==> src/rtl/fetch_pc_unit_if.sv <==
// Fetch-stage bus: redirect input, instruction-memory req/ack and decode valid/ready.
interface fetch_pc_unit_if #(
  parameter int unsigned ADDR_W = 64,
  parameter int unsigned INST_W = 32
);
  logic              switch_branch;
  logic [ADDR_W-1:0] branch_target;
  logic              imem_req;
  logic [ADDR_W-1:0] imem_addr;
  logic              imem_ack;
  logic [INST_W-1:0] imem_rdata;
  logic              inst_valid;
  logic              inst_ready;
  logic [INST_W-1:0] inst_out;
  logic [ADDR_W-1:0] pc_out;
  logic              flush;
  logic              misalign_err;

  // Fetch unit side.
  modport master (
    input  switch_branch, branch_target, imem_ack, imem_rdata, inst_ready,
    output imem_req, imem_addr, inst_valid, inst_out, pc_out, flush, misalign_err
  );

  // Environment side: branch control, instruction memory and decode.
  modport slave (
    output switch_branch, branch_target, imem_ack, imem_rdata, inst_ready,
    input  imem_req, imem_addr, inst_valid, inst_out, pc_out, flush, misalign_err
  );
endinterface

==> src/rtl/fetch_pc_unit.sv <==
// Program counter and instruction fetch stage. Issues one word fetch at a time,
// hands each instruction to decode, and redirects on taken branches.
module fetch_pc_unit #(
  parameter int unsigned       ADDR_W   = 64,
  parameter int unsigned       INST_W   = 32,
  parameter logic [ADDR_W-1:0] RESET_PC = '0
) (
  input  logic            clk,
  input  logic            reset,
  fetch_pc_unit_if.master bus
);

  typedef enum logic [1:0] {
    IDLE     = 2'd0,
    FETCH    = 2'd1,
    WAIT_DEC = 2'd2,
    DRAIN    = 2'd3
  } state_t;

  state_t            state;
  logic [ADDR_W-1:0] pc;
  logic [ADDR_W-1:0] req_addr;
  logic              imem_req_q;
  logic              inst_valid_q;
  logic [INST_W-1:0] inst_out_q;
  logic [ADDR_W-1:0] pc_out_q;
  logic              flush_q;
  logic              misalign_q;

  // Redirect target with the low bits forced to a word boundary.
  logic [ADDR_W-1:0] target_aligned_c;
  logic              target_misaligned_c;
  logic [ADDR_W-1:0] pc_next_seq_c;

  assign target_aligned_c    = {bus.branch_target[ADDR_W-1:2], 2'b00};
  assign target_misaligned_c = |bus.branch_target[1:0];
  assign pc_next_seq_c       = pc + ADDR_W'(4);

  // Fetch state machine; a redirect overrides every non-reset event.
  always_ff @(posedge clk) begin
    if (!reset) begin
      state        <= IDLE;
      pc           <= RESET_PC;
      req_addr     <= RESET_PC;
      imem_req_q   <= 1'b0;
      inst_valid_q <= 1'b0;
      inst_out_q   <= '0;
      pc_out_q     <= '0;
      flush_q      <= 1'b0;
      misalign_q   <= 1'b0;
    end else begin
      flush_q <= 1'b0;
      if (bus.switch_branch) begin
        pc           <= target_aligned_c;
        flush_q      <= 1'b1;
        inst_valid_q <= 1'b0;
        if (target_misaligned_c) begin
          misalign_q <= 1'b1;
        end
        case (state)
          FETCH, DRAIN: begin
            // An outstanding request cannot be withdrawn; wait out its ack.
            if (bus.imem_ack) begin
              state      <= FETCH;
              req_addr   <= target_aligned_c;
              imem_req_q <= 1'b1;
            end else begin
              state      <= DRAIN;
              imem_req_q <= 1'b1;
            end
          end
          default: begin
            state      <= FETCH;
            req_addr   <= target_aligned_c;
            imem_req_q <= 1'b1;
          end
        endcase
      end else begin
        case (state)
          IDLE: begin
            state      <= FETCH;
            req_addr   <= pc;
            imem_req_q <= 1'b1;
          end
          FETCH: begin
            if (bus.imem_ack) begin
              state        <= WAIT_DEC;
              inst_out_q   <= bus.imem_rdata;
              pc_out_q     <= req_addr;
              inst_valid_q <= 1'b1;
              pc           <= pc_next_seq_c;
              imem_req_q   <= 1'b0;
            end
          end
          WAIT_DEC: begin
            if (bus.inst_ready) begin
              state        <= FETCH;
              inst_valid_q <= 1'b0;
              req_addr     <= pc;
              imem_req_q   <= 1'b1;
            end
          end
          DRAIN: begin
            // Stale data from the pre-redirect request is dropped here.
            if (bus.imem_ack) begin
              state      <= FETCH;
              req_addr   <= pc;
              imem_req_q <= 1'b1;
            end
          end
          default: begin
            state      <= IDLE;
            imem_req_q <= 1'b0;
          end
        endcase
      end
    end
  end

  assign bus.imem_req     = imem_req_q;
  assign bus.imem_addr    = req_addr;
  assign bus.inst_valid   = inst_valid_q;
  assign bus.inst_out     = inst_out_q;
  assign bus.pc_out       = pc_out_q;
  assign bus.flush        = flush_q;
  assign bus.misalign_err = misalign_q;

endmodule

==> src/flat_wrapper.sv <==
// flat-port wrapper written by rule: the top's interface ports become plain ports
module fetch_pc_unit_flat 
#(
  parameter int unsigned       ADDR_W   = 64,
  parameter int unsigned       INST_W   = 32,
  parameter logic [ADDR_W-1:0] RESET_PC = '0
)
  (clk, reset, bus_switch_branch, bus_branch_target, bus_imem_ack, bus_imem_rdata, bus_inst_ready, bus_imem_req, bus_imem_addr, bus_inst_valid, bus_inst_out, bus_pc_out, bus_flush, bus_misalign_err);
  fetch_pc_unit_if #(.ADDR_W(ADDR_W), .INST_W(INST_W)) bus_i ();
  input  logic clk;
  input  logic reset;
  input wire logic [$bits(bus_i.switch_branch)-1:0] bus_switch_branch;
  input wire logic [$bits(bus_i.branch_target)-1:0] bus_branch_target;
  input wire logic [$bits(bus_i.imem_ack)-1:0] bus_imem_ack;
  input wire logic [$bits(bus_i.imem_rdata)-1:0] bus_imem_rdata;
  input wire logic [$bits(bus_i.inst_ready)-1:0] bus_inst_ready;
  output wire logic [$bits(bus_i.imem_req)-1:0] bus_imem_req;
  output wire logic [$bits(bus_i.imem_addr)-1:0] bus_imem_addr;
  output wire logic [$bits(bus_i.inst_valid)-1:0] bus_inst_valid;
  output wire logic [$bits(bus_i.inst_out)-1:0] bus_inst_out;
  output wire logic [$bits(bus_i.pc_out)-1:0] bus_pc_out;
  output wire logic [$bits(bus_i.flush)-1:0] bus_flush;
  output wire logic [$bits(bus_i.misalign_err)-1:0] bus_misalign_err;
  assign bus_i.switch_branch = bus_switch_branch;
  assign bus_i.branch_target = bus_branch_target;
  assign bus_i.imem_ack = bus_imem_ack;
  assign bus_i.imem_rdata = bus_imem_rdata;
  assign bus_i.inst_ready = bus_inst_ready;
  assign bus_imem_req = bus_i.imem_req;
  assign bus_imem_addr = bus_i.imem_addr;
  assign bus_inst_valid = bus_i.inst_valid;
  assign bus_inst_out = bus_i.inst_out;
  assign bus_pc_out = bus_i.pc_out;
  assign bus_flush = bus_i.flush;
  assign bus_misalign_err = bus_i.misalign_err;
  fetch_pc_unit #(.ADDR_W(ADDR_W), .INST_W(INST_W), .RESET_PC(RESET_PC)) u_core (.clk(clk), .reset(reset), .bus(bus_i));
endmodule
==> config.mk <==
export PLATFORM = sky130hd
export DESIGN_NAME = fetch_pc_unit_flat
export DESIGN_NICKNAME = d
export VERILOG_FILES = /design/src/rtl/fetch_pc_unit_if.sv /design/src/rtl/fetch_pc_unit.sv /design/src/flat_wrapper.sv
export SDC_FILE = /design/constraint.sdc
export NUM_CORES = 1
export LEC_CHECK = 0
export ABC_AREA = 1
export CAP_MARGIN = 10
export CORE_AREA = 10 10 261 163
export DETAILED_ROUTE_END_ITERATION = 8
export DIE_AREA = 0 0 271 173
export DONT_BUFFER_PORTS = 1
export GPL_ROUTABILITY_DRIVEN = 0
export PLACE_DENSITY = 0.55
export SYNTH_ARGS = -nofsm -noshare
export SYNTH_HDL_FRONTEND = slang
export SYNTH_SLANG_ARGS = --single-unit
==> constraint.sdc <==
create_clock -name clk -period 2.05 [get_ports clk]
set_input_delay 0.205 -clock clk [delete_from_list [all_inputs] [get_ports clk]]
set_output_delay 0.205 -clock clk [all_outputs]
set_load 0.02 [all_outputs]
==> impl_metrics.yaml, run 1 <==
synthesis:
  yosysMostFrequentCell: "nor2_1"
  ys_warn_count: 0
  syn-cell-area_um2: 11200
  netlist-cell-type-count: 35
  synth_cells: 1755
  synth-edff-count: 0
  synth_area_leader_cell: "dfxtp_1"
  synth_top_area_share: 0.400
  seq_area_frac_synth: 0.400
  synth_flop_cell: "dfxtp_1"
  syn_avg_cell_area_um2: 6.36
  synth_seq_cells: 223
  synth_common_cells: "nor2_1 (380), nand2_1 (344), dfxtp_1 (223), o21ai_0 (223), inv_1 (190)"
  ys_top_cells_by_area: "dfxtp_1 (40%), nor2_1 (13%), nand2_1 (12%)"
  ys_async_sr_fraction: 0
detailed_routing:
  drt-pass1-iter-count: 5
  wl_per_cell_um: 18.9
  viasPerCell: 4.98
  dr.first_iter.drc_count: 1056
  vias: 11884
  drc: 0
  drt_wl_total_um: 45100
  antenna_left: 0
global_route:
  grt-ovfl-total: 0
  grt_use_total: 0.178
  grt_pass1_vias: 11154
  antenna_found_initial: 3
  grt_first_pass_wirelength_um: 67100
  grt_max_degree: 217
critical_path:
  cp-start-kind: "flop"
  rr_endpoint: "u_core.pc[62]$_SDFFE_PN0P_"
  r2r_cells: 10
  crit_fanout: 5
  r2r-start: "u_core.pc[9]$_SDFFE_PN0P_"
  cp-end-kind: "flop"
  crit_type: "reg -> reg"
  reg2reg_slack_ns: 0.15
  crit_arrival_ns: 2.35
  cp-startpoint: "u_core.pc[9]$_SDFFE_PN0P_"
  required_ns: 2.50
timing:
  fmax_mhz: 526
  worst_pin_slew_ns: 0.695
  hold_viol_final: 11
  fin_crit_sh: 0.927
  fin_crit_ns: 1.90
  skew_ns: 0.0119
  max_slew_margin: 0.535
  fin_tns_setup_ns: 0
  rsz0062_at_grt: "no"
  hold_slack_ns: -0.0432
  setup_viol: 0
  report.final.slew_viol_count: 0
cts:
  clkSlewWorstSetupHoldPaths_ns: 0.07
  htreeDepth: 1
  clock_latency_ns: 0.54
  cts_tree: "yes"
  cts.sink_count: 223
  root_buffer: "clkbuf_16"
  cts_buffer_depth: 3
  numCtsBuffers: 24
cells_and_area:
  fillers: 4002
  drive_gt1_frac: 0.0561
  area_growth_pct: 25.5
  nNetsFinal: 1961
floorplan:
  core-area_um2: 37500
  placementRows: 55
  die_area_um2: 46900
  die_w_um: 271
  die_h_um: 173
  start_util: 0.298
  pin_count: 265
run_status:
  status: "complete, but fails checks"
  failed_checks: "hold timing"
power:
  ir_drop_mv: 0.545
  powerDensity_nw_per_um2: 843
  power_leakage_nw: 6.27
  finalPower_w: 0.0118
place:
  numPortBuffers: 0
  hpwlAfterDp_um: 31200
hold_path:
  worstHoldStart: "bus_branch_target[12]"
  hold-path-endpoint: "u_core.pc[12]$_SDFFE_PN0P_"
  hold_path_class: "in -> reg"
  hold_depth: 4
run:
  max_cap_viol_count: 0
[where the power goes]
| part | leakage, nW | internal [W] | switching (W) |
|---|---|---|---|
| registers | 1.84 | 0.00475 | 0.000847 |
| logic | 4.05 | 0.000705 | 0.000993 |
| clock network | 0.385 | 0.00258 | 0.00194 |
| total | 6.27 | 0.00804 | 0.00378 |
[cells by family after synthesis]
group                      after synthesis  synth area share
other                                    1          0.000336
adders and majority gates                4           0.00448
xor gates and xnor gates                 4           0.00314
buffers and inverters                  291             0.103
AOI/OAI and AO/OA                      376             0.176
and+or+nand+nor                        856             0.314
DFF                                    223             0.400
[placed cells by master (no fill, tap or decap), types with 2 or more instances in the layout]
cell / n
nor2_4: 6
nor3_2: 2
conb_1: 4
inv_2: 2
nor3_1: 7
nor2_1: 377
clkinv_2: 6
nand3b_1: 17
nand2_2: 6
buf_16: 4
inv_1: 190
o21bai_1: 9
ha_1: 3
clkbuf_1: 4
nand4_1: 16
buf_12: 8
a31oi_1: 30
o21ai_1: 6
bufinv_16: 3
dfxtp_1: 222
clkinvlp_4: 2
nor2_2: 2
o21ai_0: 222
nand2_1: 341
buf_4: 29
a21oi_1: 102
xnor2_1: 3
or2_2: 2
clkbuf_16: 25
diode_2: 2
dlygate4sd3_1: 128
nand3_1: 78
[layout make-up]
class                   count  area, µm²  area share
well taps                 513        642      0.0458
flip-flops and latches    223       4470       0.319
multi-input cells        1244       5590       0.399
diodes                      2       5.00    0.000357
clock buffers              29        629      0.0449
inverters                 193        726      0.0518
clock inverters            13        164      0.0117
repair buffers            170       1790       0.128
[what timing repair did]
action                     in CTS  in global routing
buffers inserted                0                  1
hold endpoints to repair      222                 87
hold buffers                  119                 13
setup endpoints to repair       0                 10
resized for setup               0                 10
[state kept, by name, summed over array words and instances, names as in the netlist]
| name | count |
|---|---|
| u_core.bus.pc_out | 62 |
| u_core.state | 2 |
| u_core.pc | 62 |
| u_core.bus.flush | 1 |
| u_core.bus.imem_addr | 62 |
| u_core.bus.inst_out | 32 |
| u_core.bus.misalign_err | 1 |
| u_core.bus.inst_valid | 1 |
[worst max-delay path by stage]
stage / endpoint / slack, ns / cells past startpoint
floorplan: u_core.pc[45]$_SDFFE_PN0P_ / 0.26 / 10
global placement: u_core.pc[61]$_SDFFE_PN0P_ / 0.20 / 9
detailed placement: u_core.pc[63]$_SDFFE_PN0P_ / 0.15 / 9
CTS: u_core.state[1]$_SDFFE_PN0P_ / 0.03 / 9
global route: u_core.pc[62]$_SDFFE_PN0P_ / 0.01 / 11
finish: u_core.pc[62]$_SDFFE_PN0P_ / 0.15 / 10
[through the flow]
step                 util  cell area [µm²]  setup WS (ns)  std cells
floorplan               -            11200          0.263       1758
global placement    0.314            11800          0.200       2209
detailed placement  0.314            11800          0.149       2209
CTS                 0.368            13800         0.0316       2370
global route        0.374            14000         0.0126       2386
finish              0.374            14000          0.149       2387
[critical path, cell delays in order, from the launching register on]
cell and delay [ns]:
dfxtp_1 0.44, nand2_1 0.12, nor2_1 0.22, nand2_2 0.16, nor2_1 0.12, buf_4 0.15
nand2_1 0.19, o21ai_0 0.22, nand3_1 0.09, nand2_1 0.07, inv_1 0.03
[routing by layer]
layer  track usage  wire length (µm)  part of all wire  vias up
li1              -                 -                 -     5820
met1         0.246             20500              0.46     5532
met2         0.264             19000              0.42      469
met3        0.0598              4660              0.10       59
met4        0.0369               860             0.019        4
met5             0                21           0.00047        -
No activity file was read; power rests on OpenSTA's default activity.
==> inputs of run 2 (changes only) <==
--- a/config.mk
+++ b/config.mk
@@ -7,9 +7,9 @@
 export LEC_CHECK = 0
 export ABC_AREA = 1
 export CAP_MARGIN = 10
-export CORE_AREA = 10 10 261 163
+export CORE_AREA = 10 10 227 186
 export DETAILED_ROUTE_END_ITERATION = 8
-export DIE_AREA = 0 0 271 173
+export DIE_AREA = 0 0 237 196
 export DONT_BUFFER_PORTS = 1
 export GPL_ROUTABILITY_DRIVEN = 0
 export PLACE_DENSITY = 0.55
==> run 2 against run 1 <==
Net effect:
- global-route usage down 0.20 points
- the flow still finishes with violations (hold timing)
- clock skew rose by 0.0061 ns
- combinational power shrank 12%
- largest cell class unchanged
==> impl_metrics.yaml, run 2 (synthesis results as in run 1) <==
floorplan:
  die_w_um: 237
  start_util: 0.296
  core-area_um2: 37700
  placementRows: 64
  pin_count: 265
  die_area_um2: 46500
  die_h_um: 196
cts:
  cts.sink_count: 223
  clkSlewWorstSetupHoldPaths_ns: 0.06
  cts_tree: "yes"
  cts_buffer_depth: 3
  root_buffer: "clkbuf_16"
  htreeDepth: 1
  clock_latency_ns: 0.54
  numCtsBuffers: 25
power:
  seqPwrFrac: 0.474
  swShare: 0.308
  comb_power_share: 0.127
  power_frac_clock: 0.399
  p_sw_w: 0.00364
  finalPower_w: 0.0118
  power_leakage_nw: 6.08
  powerDensity_nw_per_um2: 876
  ir_drop_mv: 0.675
  p_int_w: 0.00818
timing:
  fin_crit_sh: 0.978
  setup_viol: 0
  report.final.slew_viol_count: 0
  rsz0062_at_grt: "yes"
  layout_setup_ws_ns: 0.0456
  skew_ns: 0.0179
  fin_crit_ns: 2.00
  fmax_mhz: 499
  worst_pin_slew_ns: 0.629
  max_slew_margin: 0.581
  hold_viol_final: 80
  hold_slack_ns: -0.179
place:
  numPortBuffers: 0
  dp.cells: 2189
  post_dp_cell_area_um2: 11700
  hpwlAfterDp_um: 30700
  place_ws_ns: 0.0667
critical_path:
  cp-end-kind: "flop"
  rr_endpoint: "u_core.pc[30]$_SDFFE_PN0P_"
  crit_fanout: 40
  cp-startpoint: "u_core.state[0]$_SDFFE_PN0P_"
  cp_common_cell: "nand2_1"
  required_ns: 2.49
  r2r_cells: 11
  crit_path_top_delay_cell: "dfxtp_1"
  crit_chain: "ha_1 > nand2_1 > inv_1 > nor2_4 > inv_2 > buf_16 > nand2_1 > a21oi_1 > nand2_1 > nand3_1 > inv_1"
  r2r-start: "u_core.state[0]$_SDFFE_PN0P_"
  reg2reg_slack_ns: 0.05
  crit_arrival_ns: 2.44
  cp-start-kind: "flop"
  crit_type: "reg -> reg"
  cp_slowest_stage_delay_ns: 0.40
detailed_routing:
  wl_per_cell_um: 19.2
  antenna_left: 0
  drt-pass1-iter-count: 5
  dr.first_iter.drc_count: 896
  viasPerCell: 5.03
  drt_wl_total_um: 44500
  vias: 11689
  drc: 0
run_status:
  failed_checks: "hold timing"
  status: "complete, but fails checks"
cells_and_area:
  fin_util: 0.358
  stdcell_area_um2: 13500
  fillers: 4003
  drive_gt1_frac: 0.0536
  nNetsFinal: 1915
  final_common_cell: "nor2_1"
  final_cell_mix: "nor2_1 (378), nand2_1 (342), dfxtp_1 (223)"
  instances_no_fill: 2325
  area_growth_pct: 20.9
global_route:
  grt_max_degree: 217
  grt-ovfl-total: 0
  antenna_found_initial: 2
  grt_first_pass_wirelength_um: 65600
  grt_pass1_vias: 10990
  grt_use_total: 0.176
hold_path:
  hold_path_class: "in -> reg"
  hold_depth: 2
  worstHoldStart: "reset"
  hold-path-endpoint: "u_core.bus.pc_out[23]$_SDFFE_PN0P_"
run:
  max_cap_viol_count: 0
[run 2: cell types whose count changed in the layout (fill, tap and decap cells not counted), moves of 2 or more]
cell           previous run  this run
clkbuf_1                  4         6
buf_16                    4         2
buf_6                     0         3
buf_12                    8         3
dlygate4sd3_1           128        83
clkbuf_16                25        27
clkinv_2                  6         3
[run 2: repair_timing]
action	CTS	global route
gates resized for setup	0	8
buffers inserted	0	3
endpoints found under the hold margin	222	198
endpoints found under the setup margin	0	104
hold buffers	55	29
[run 2: power groups by stage]
stage | Clock [W] | Combinational (W) | Sequential, W
finish | 0.00472 | 0.00150 | 0.00560
global route | 0.00498 | 0.00171 | 0.00566
CTS | 0.00481 | 0.00138 | 0.00561
detailed placement | 0 | 0.00125 | 0.00570
global placement | 0 | 0.00121 | 0.00570
floorplan | 0 | 0.00106 | 0.00548
[run 2: area by class of cell]
cell class / instances / area [µm²] / share of cell area
inverters: 193 / 726 / 0.0538
diodes: 3 / 7.51 / 0.000556
well taps: 495 / 619 / 0.0459
repair buffers: 123 / 1250 / 0.0930
clock buffers: 33 / 676 / 0.0501
clock inverters: 11 / 170 / 0.0126
multi-input cells: 1244 / 5580 / 0.413
flip-flops and latches: 223 / 4460 / 0.331
[run 2: layer usage]
metal,routed length (µm),global-route usage,vias up
li1,-,-,5709
met1,19600,0.236,5413
met2,19300,0.271,502
met3,4490,0.0538,65
met4,1160,0.0429,0
met5,0,0,-
[run 2: how the worst max path moves through the flow]
stage / to / cells past startpoint
3_5_place_dp: u_core.bus.pc_out[41]$_SDFFE_PN0P_ / 6
4_1_cts: u_core.bus.pc_out[41]$_SDFFE_PN0P_ / 6
2_1_floorplan: u_core.pc[45]$_SDFFE_PN0P_ / 10
5_1_grt: u_core.bus.pc_out[11]$_SDFFE_PN0P_ / 8
3_3_place_gp: u_core.pc[30]$_SDFFE_PN0P_ / 11
6_report: u_core.pc[30]$_SDFFE_PN0P_ / 11
[run 2: through the flow]
stage | hold slack (ns) | setup TNS [ns]
2_1_floorplan | 0.340 | 0
4_1_cts | -0.202 | 0
6_report | -0.179 | 0
5_1_grt | -0.193 | -0.396
3_3_place_gp | 0.338 | 0
3_5_place_dp | 0.341 | 0
[run 2: critical path: cells and delay by family, from the launching register on]
family,cells,cell delay (ns)
compound gates,1,0.13
fa+ha+maj,1,0.24
buf+inv,4,0.61
flops,1,0.40
simple gates,5,0.46
==> inputs of run 3 (changes only) <==
--- a/config.mk
+++ b/config.mk
@@ -7,12 +7,12 @@
 export LEC_CHECK = 0
 export ABC_AREA = 1
 export CAP_MARGIN = 10
-export CORE_AREA = 10 10 227 186
+export CORE_AREA = 10 10 159 132
 export DETAILED_ROUTE_END_ITERATION = 8
-export DIE_AREA = 0 0 237 196
+export DIE_AREA = 0 0 169 142
 export DONT_BUFFER_PORTS = 1
 export GPL_ROUTABILITY_DRIVEN = 0
-export PLACE_DENSITY = 0.55
+export PLACE_DENSITY = 0.91
 export SYNTH_ARGS = -nofsm -noshare
 export SYNTH_HDL_FRONTEND = slang
 export SYNTH_SLANG_ARGS = --single-unit
==> run 3 against run 2 <==
Net effect:
- the run still ends with hold timing left
- critical path depth down 2
- clock power down 3%
- hold slack better by 0.039 ns
- sequential power about the same
- worst setup slack better by 0.043 ns
- fmax up 2.2%
- design area down 4.6%
- largest cell class unchanged
==> impl_metrics.yaml, run 3 (synthesis results as in run 1) <==
critical_path:
  cp-start-kind: "flop"
  cp-end-kind: "flop"
  crit_arrival_ns: 2.38
  crit_type: "reg -> reg"
  r2r_cells: 9
  crit_fanout: 6
  reg2reg_slack_ns: 0.09
  required_ns: 2.47
cts:
  htreeDepth: 1
  clock_latency_ns: 0.52
  clkSlewWorstSetupHoldPaths_ns: 0.07
  root_buffer: "clkbuf_16"
  numCtsBuffers: 22
  cts_buffer_depth: 3
  cts_tree: "yes"
  cts.sink_count: 223
cells_and_area:
  drive_gt1_frac: 0.0453
  final_cell_mix: "nor2_1 (376), nand2_1 (343), dfxtp_1 (223)"
  nNetsFinal: 1881
  area_growth_pct: 15.4
  final_common_cell: "nor2_1"
  fin_util: 0.724
  stdcell_area_um2: 12900
timing:
  layout_setup_ws_ns: 0.0890
  max_slew_margin: 0.404
  setup_viol: 0
  worst_pin_slew_ns: 0.891
  fin_crit_sh: 0.957
  hold_slack_ns: -0.140
  hold_viol_final: 71
  skew_ns: 0.0223
  fmax_mhz: 510
  report.final.slew_viol_count: 0
  fin_crit_ns: 1.96
global_route:
  grt-ovfl-total: 0
  antenna_found_initial: 2
  grt_first_pass_wirelength_um: 59000
  grt_use_total: 0.298
  grt_pass1_vias: 10897
  grt_max_degree: 217
detailed_routing:
  drc: 0
  drt-pass1-iter-count: 7
  drt_wl_total_um: 39100
  dr.first_iter.drc_count: 1623
  viasPerCell: 5.92
  wl_per_cell_um: 19.3
  antenna_left: 0
  vias: 11971
place:
  numPortBuffers: 0
  hpwlAfterDp_um: 25900
  place_ws_ns: 0.149
  post_dp_cell_area_um2: 11300
hold_path:
  hold_depth: 2
  hold_path_class: "in -> reg"
power:
  powerDensity_nw_per_um2: 903
  finalPower_w: 0.0116
  ir_drop_mv: 0.809
  power_leakage_nw: 5.96
run_status:
  status: "complete, but fails checks"
  failed_checks: "hold timing"
floorplan:
  start_util: 0.628
  placementRows: 44
  pin_count: 265
  die_area_um2: 24000
  die_w_um: 169
  core-area_um2: 17800
  die_h_um: 142
run:
  max_cap_viol_count: 0
==> run 3: cell types whose count changed in the layout (fill, tap and decap cells not counted), moves of 2 or more <==
cell           before  now
buf_6               3    0
clkbuf_1            6    1
clkbuf_16          27   22
clkbuf_8            2    6
diode_2             3    1
nor2_2              1    3
buf_4              30   12
dlygate4sd3_1      83   71
buf_12              3    8
nor2_1            378  376
==> run 3: power by group <==
part	internal [W]	total, W	switching (W)	leakage, nW
registers	0.00475	0.00563	0.000881	1.84
clock network	0.00282	0.00457	0.00176	0.397
logic	0.000561	0.00142	0.000863	3.72
==> run 3: metal layers <==
metal / vias up / global-route usage / share of wire
li1: 5649 / - / -
met1: 5391 / 0.378 / 0.37
met2: 807 / 0.460 / 0.44
met3: 124 / 0.110 / 0.15
met4: 0 / 0.102 / 0.036
met5: - / 0 / 0
==> run 3: layout make-up <==
cell class                 instances  area, µm²
timing repair buffer              92        988
clock buffer                      29        637
antenna                            1       2.50
sequential                       223       4460
multi-input combinational       1244       5590
tap                              230        288
clock inverter                     9        186
fill                            1381       4900
inverter                         193        726
==> run 3: final timing paths <==
| kind | start | endpoint |
|---|---|---|
| worst min-delay path | reset | u_core.pc[11]$_SDFFE_PN0P_ |
| worst max register to register | u_core.pc[33]$_SDFFE_PN0P_ | u_core.pc[59]$_SDFFE_PN0P_ |
| worst max-delay path | u_core.pc[33]$_SDFFE_PN0P_ | u_core.pc[59]$_SDFFE_PN0P_ |
| worst min register to register | u_core.state[1]$_SDFFE_PN0P_ | u_core.state[1]$_SDFFE_PN0P_ |
==> run 3: critical path, stage by stage (launching register included) <==
cell	delay, ns
dfxtp_1	0.48
nand2_1	0.12
nor2_1	0.15
nand2_1	0.12
nor2_1	0.36
nand2_1	0.18
o21ai_0	0.24
nand3_1	0.10
nand2_1	0.08
inv_1	0.03
==> run 3: timing repair <==
item | in CTS | in global routing
setup endpoints to repair | 0 | 19
buffers inserted | 0 | 1
resized for setup | 0 | 8
hold buffers | 53 | 19
hold endpoints to repair | 218 | 178
==> run 3: stage by stage <==
stage	cells	setup TNS, ns
after global placement	1909	0
final	2021	0
after global routing	2021	-0.000214
after detailed placement	1909	0
after floorplan	1758	0
after CTS	2000	0
